File: config.mk
export PLATFORM = sky130hd
export DESIGN_NAME = bootram_ctrl
export DESIGN_NICKNAME = d
export VERILOG_FILES = /design/src/rtl/bootram_ctrl.sv
export SDC_FILE = /design/constraint.sdc
export NUM_CORES = 1
export LEC_CHECK = 0
export ABC_AREA = 0
export CORE_MARGIN = 4
export CORE_UTILIZATION = 30
export CTS_CLUSTER_DIAMETER = 200
export DETAILED_ROUTE_END_ITERATION = 8
export PLACE_DENSITY = 0.66
export SYNTH_ARGS = -nofsm -noshare
export SYNTH_HDL_FRONTEND = slang
export SYNTH_SLANG_ARGS = --single-unit
File: constraint.sdc
create_clock -name clk -period 1.9 [get_ports clk]
set_input_delay 0.285 -clock clk [delete_from_list [all_inputs] [get_ports clk]]
set_output_delay 0.285 -clock clk [all_outputs]
set_load 0.01 [all_outputs]
File: src/rtl/bootram_ctrl.sv
// bootram_ctrl: arbitration and sequencing controller for the 8 KB boot RAM
// (four 2^AW x 8 byte-lane block RAMs). Shares the RAM between the CPU native
// bus and a byte-wide loader port and generates the RAM control strobes.
//
// Handshake: a requester raises valid and holds it, with address and data
// stable, until it sees its one-cycle ready pulse. Valid still high in the
// cycle after ready counts as a fresh request.
//
// Optional feature macro: BOOTRAM_CTRL_WP_EN -- when defined, CPU writes are
// acknowledged with normal timing but never strobe ram_wre (write-protected
// boot image); loader writes are unaffected.
//
// fsm_state exposes the controller state (0 IDLE, 1 ACCESS, 2 RDWAIT, 3 DONE).
module bootram_ctrl #(
  parameter int AW = 11
) (
  input  logic          clk,
  input  logic          resetn,
  input  logic          cpu_valid,
  output logic          cpu_ready,
  input  logic [31:0]   cpu_addr,
  input  logic [31:0]   cpu_wdata,
  input  logic [3:0]    cpu_wstrb,
  output logic [31:0]   cpu_rdata,
  input  logic          ld_valid,
  output logic          ld_ready,
  input  logic [AW+1:0] ld_addr,
  input  logic [7:0]    ld_wdata,
  output logic          ram_ce,
  output logic          ram_oce,
  output logic [3:0]    ram_wre,
  output logic [AW-1:0] ram_ad,
  output logic [31:0]   ram_din,
  input  logic [31:0]   ram_dout,
  output logic          ram_reset,
  output logic [1:0]    fsm_state
);

  typedef enum logic [1:0] {
    IDLE   = 2'd0,
    ACCESS = 2'd1,
    RDWAIT = 2'd2,
    DONE   = 2'd3
  } state_t;

  state_t        state;
  logic          gnt_ld;    // current transaction belongs to the loader
  logic          last_ld;   // previous grant went to the loader
  logic          wr_q;      // current transaction is a write
  logic          ce_q;
  logic [3:0]    wre_q;
  logic          grant_cpu;

  // Only the word-address bits of the CPU byte address reach the RAM.
  logic          unused_addr_bits;
  assign unused_addr_bits = ^{cpu_addr[31:AW+2], cpu_addr[1:0]};

  // CPU wins when it is alone or when the loader had the previous grant.
  assign grant_cpu = cpu_valid && (!ld_valid || last_ld);

  // Controller FSM with registered RAM strobes and ready pulses.
  always_ff @(posedge clk) begin
    if (!resetn) begin
      state     <= IDLE;
      gnt_ld    <= 1'b0;
      last_ld   <= 1'b1;
      wr_q      <= 1'b0;
      ce_q      <= 1'b0;
      wre_q     <= 4'b0000;
      ram_ad    <= '0;
      ram_din   <= 32'h0;
      cpu_ready <= 1'b0;
      ld_ready  <= 1'b0;
      cpu_rdata <= 32'h0;
    end else begin
      case (state)
        IDLE: begin
          if (grant_cpu) begin
            gnt_ld  <= 1'b0;
            last_ld <= 1'b0;
            ram_ad  <= cpu_addr[AW+1:2];
            ram_din <= cpu_wdata;
            wr_q    <= |cpu_wstrb;
`ifdef BOOTRAM_CTRL_WP_EN
            wre_q   <= 4'b0000;
`else
            wre_q   <= cpu_wstrb;
`endif
            ce_q    <= 1'b1;
            state   <= ACCESS;
          end else if (ld_valid) begin
            gnt_ld  <= 1'b1;
            last_ld <= 1'b1;
            ram_ad  <= ld_addr[AW+1:2];
            ram_din <= {4{ld_wdata}};
            wr_q    <= 1'b1;
            wre_q   <= 4'b0001 << ld_addr[1:0];
            ce_q    <= 1'b1;
            state   <= ACCESS;
          end
        end
        ACCESS: begin
          ce_q  <= 1'b0;
          wre_q <= 4'b0000;
          if (wr_q) begin
            cpu_ready <= !gnt_ld;
            ld_ready  <= gnt_ld;
            state     <= DONE;
          end else begin
            state <= RDWAIT;
          end
        end
        RDWAIT: begin
          // Reads are only ever issued by the CPU.
          cpu_rdata <= ram_dout;
          cpu_ready <= 1'b1;
          state     <= DONE;
        end
        DONE: begin
          cpu_ready <= 1'b0;
          ld_ready  <= 1'b0;
          state     <= IDLE;
        end
        default: state <= IDLE;
      endcase
    end
  end

  // Strobes are gated by resetn so a reset landing mid-access never writes.
  assign ram_ce    = ce_q & resetn;
  assign ram_oce   = ram_ce;
  assign ram_wre   = wre_q & {4{resetn}};
  assign ram_reset = 1'b0;
  assign fsm_state = state;

endmodule

==> results.toml <==
[detailed_routing]
via_per_inst = 4.76
drt_iter0_drc = 125
post_drt_wl_per_cell_um = 15.7
drt-pass1-iter-count = 4
ant_nets = 0
dr_total_vias = 3443
drc = 0
wl_um = 11300

[timing]
hold_viol_final = 0
finalClockSkew_ps = 8.26
period_minus_slack_ps = 1700
holdWs_ps = 292
rsz0062_at_grt = "no"
slew_headroom = 0.624
tns_ps = 0
setup_viol = 0
worst_pin_slew_ps = 563
slew_violations = 0
fmax_ghz = 0.587
timing.final.crit_share = 0.897

[synth]
yosysTopAreaCell = "dfxtp_1"
yosys-top-cells-area = "dfxtp_1 48%, mux2i_1 12%, a21oi_1 11%"
netlist_area_um2 = 3640
async_flop_share = 0
ys_ff_latch = 87
synth_seq_area_share = 0.479
ys_types = 35
syn_nets = 520
ys_warn_count = 0
synth_top_area_share = 0.479
ys.flop_type = "dfxtp_1"
synthTopCellsByCount = "87 x dfxtp_1, 81 x a21oi_1, 45 x mux2i_1, 43 x o21ai_0, 34 x nor2b_1"
yosysMostFrequentCell = "dfxtp_1"
avgSynthCellArea_um2 = 9.36
synth_edf_count = 0
synthCells = 389

[global_routing]
antenna_found_initial = 0
grt_pass1_wl_um = 17900
grt_pass1_vias = 3542
grt_remaining_overflow = 0
grtUsageTotal = 0.160
grt_start_max_net_pins = 50

[setup_path]
worstPathRequired_ps = 1620
cp-start-kind = "flop"
crit_family = "buffers and inverters"
path_cells = "clkdlybuf4s50_1"
end_kind = "output pin"
path_buf_inv = 1
critPathKind = "flop to output pin"
rr_startpoint = "fsm_state[0]$_SDFFE_PN0P_"
arrival_ps = 1420
crit_start = "fsm_state[1]$_SDFFE_PN0P_"
cp_slowest_cell = "clkdlybuf4s50_1"
critPathMaxFanout = 7
slowest_delay_ps = 610

[finish]
fillers = 1100
nNetsFinal = 706
drive_gt1_frac = 0.0724
insertedDiodeCount = 0
syn2layout_area_growth_pct = 64.9

[floorplan]
initial_core_util = 0.312
num_io_pins = 211
rows = 39
core-area_um2 = 11700
die_x_um = 118
die_h_um = 118
die-area_um2 = 14000

[power_and_ir_drop]
p_switching_w = 0.00273
max-vdd-ir-drop_mv = 0.813
p_leak_nw = 2.25
swShare = 0.336
power_frac_comb = 0.441
power_density_nw_per_um2 = 1350
p_clk_frac = 0.221
p_int_w = 0.00539
seqPwrFrac = 0.338

[clock_tree]
path_clk_slew_ps = 60
cts_buffers = 9
post_cts_buffers = 0
cts-resized-gates = 0
insertion_delay_ps = 340
cts_tree = "built"
cts_root_buf = "clkbuf_16"
cts-htree-levels = 3
hold_buffers = 0
cts.sinks = 87
clk_path_buf_depth = 2

[job]
drv_cap = 0

[place]
hpwl_um = 8600
port_buffers = 188
gp_congestion = 0.758

[status]
status = "finished, final reports clean"

[worst_hold_path]
hold_path_class = "input pin to flop"
hp-start = "resetn"
-- worst register-to-register path, delay by kind of cell (launching register included) --
| family | cells | cell delay, ps |
|---|---|---|
| fa+ha+maj | 1 | 270 |
| simple gates | 1 | 160 |
| buf+inv | 2 | 360 |
| compound gates | 2 | 270 |
| flops | 1 | 460 |
-- metrics by stage --
stage	util	instances	total power (W)	setup slack (ps)	area [um2]
floorplan	-	389	0.00457	251	3640
global placement	0.488	707	0.00630	13.5	5700
detailed placement	0.488	707	0.00638	-6.68	5700
CTS	0.515	723	0.00824	155	6000
global route	0.515	723	0.00866	105	6000
finish	0.515	723	0.00812	196	6000
-- final timing paths --
kind | endpoint | cells past startpoint | slack [ps]
worst min register to register | wre_q[2]$_SDFFE_PN0P_ | 2 | 480
worst max register to register | ram_ad[8]$_SDFFE_PN0P_ | 6 | 270
worst max-delay path | fsm_state[1] | 1 | 200
worst min-delay path | wre_q[2]$_SDFFE_PN0P_ | 3 | 290
-- metal layers --
layer  track usage  part of all wire  vias up
met2         0.267              0.48      133
met5             0                 0        -
met3        0.0798             0.096       10
met1         0.182              0.41     1573
met4        0.0454            0.0090        0
li1              -                 -     1727
-- layout make-up --
class,count,area [um2],area share
Clock buffer,10,239,0.0398
Clock inverter,6,67.6,0.0113
Inverter,8,30.0,0.00500
Multi-Input combinational cell,260,1690,0.281
Sequential cell,87,1740,0.290
Tap cell,143,179,0.0298
Timing Repair Buffer,209,2060,0.343
-- power groups by stage --
stage / Sequential (W) / Combinational (W) / Clock (W)
global placement: 0.00275 / 0.00354 / 0
detailed placement: 0.00278 / 0.00361 / 0
global route: 0.00281 / 0.00391 / 0.00194
floorplan: 0.00299 / 0.00158 / 0
finish: 0.00274 / 0.00358 / 0.00180
CTS: 0.00275 / 0.00362 / 0.00187
-- cell families after synthesis --
| kind of cell | Yosys count | share of synthesized area |
|---|---|---|
| fa+ha+maj | 6 | 0.0206 |
| compound gates | 149 | 0.220 |
| mux | 45 | 0.124 |
| simple gates | 59 | 0.0942 |
| other cells | 1 | 0.00103 |
| buf+inv | 42 | 0.0615 |
| flops | 87 | 0.479 |
-- placed cells by master (no fill, tap or decap), types with 2 or more instances in the layout --
cell type        count
clkdlybuf4s50_1    187
dfxtp_1             87
a21oi_1             81
mux2i_1             45
o21ai_0             43
nor2b_1             33
buf_4               19
nand2_1              9
clkbuf_16            9
inv_1                8
a21boi_1             7
nor2_1               5
ha_1                 5
o21ai_1              4
a21boi_0             3
o22ai_1              3
a211oi_1             2
clkinvlp_4           2
buf_12               2
-- registers in the layout, summed over array words and instances, names as in the netlist --
signal,cells
ram_ad,11
fsm_state,2
cpu_rdata,32
ld_ready,1
wr_q,1
gnt_ld,1
last_ld,1
wre_q,4
ce_q,1
cpu_ready,1
ram_din,32
Power figures use the tool's default switching activity.
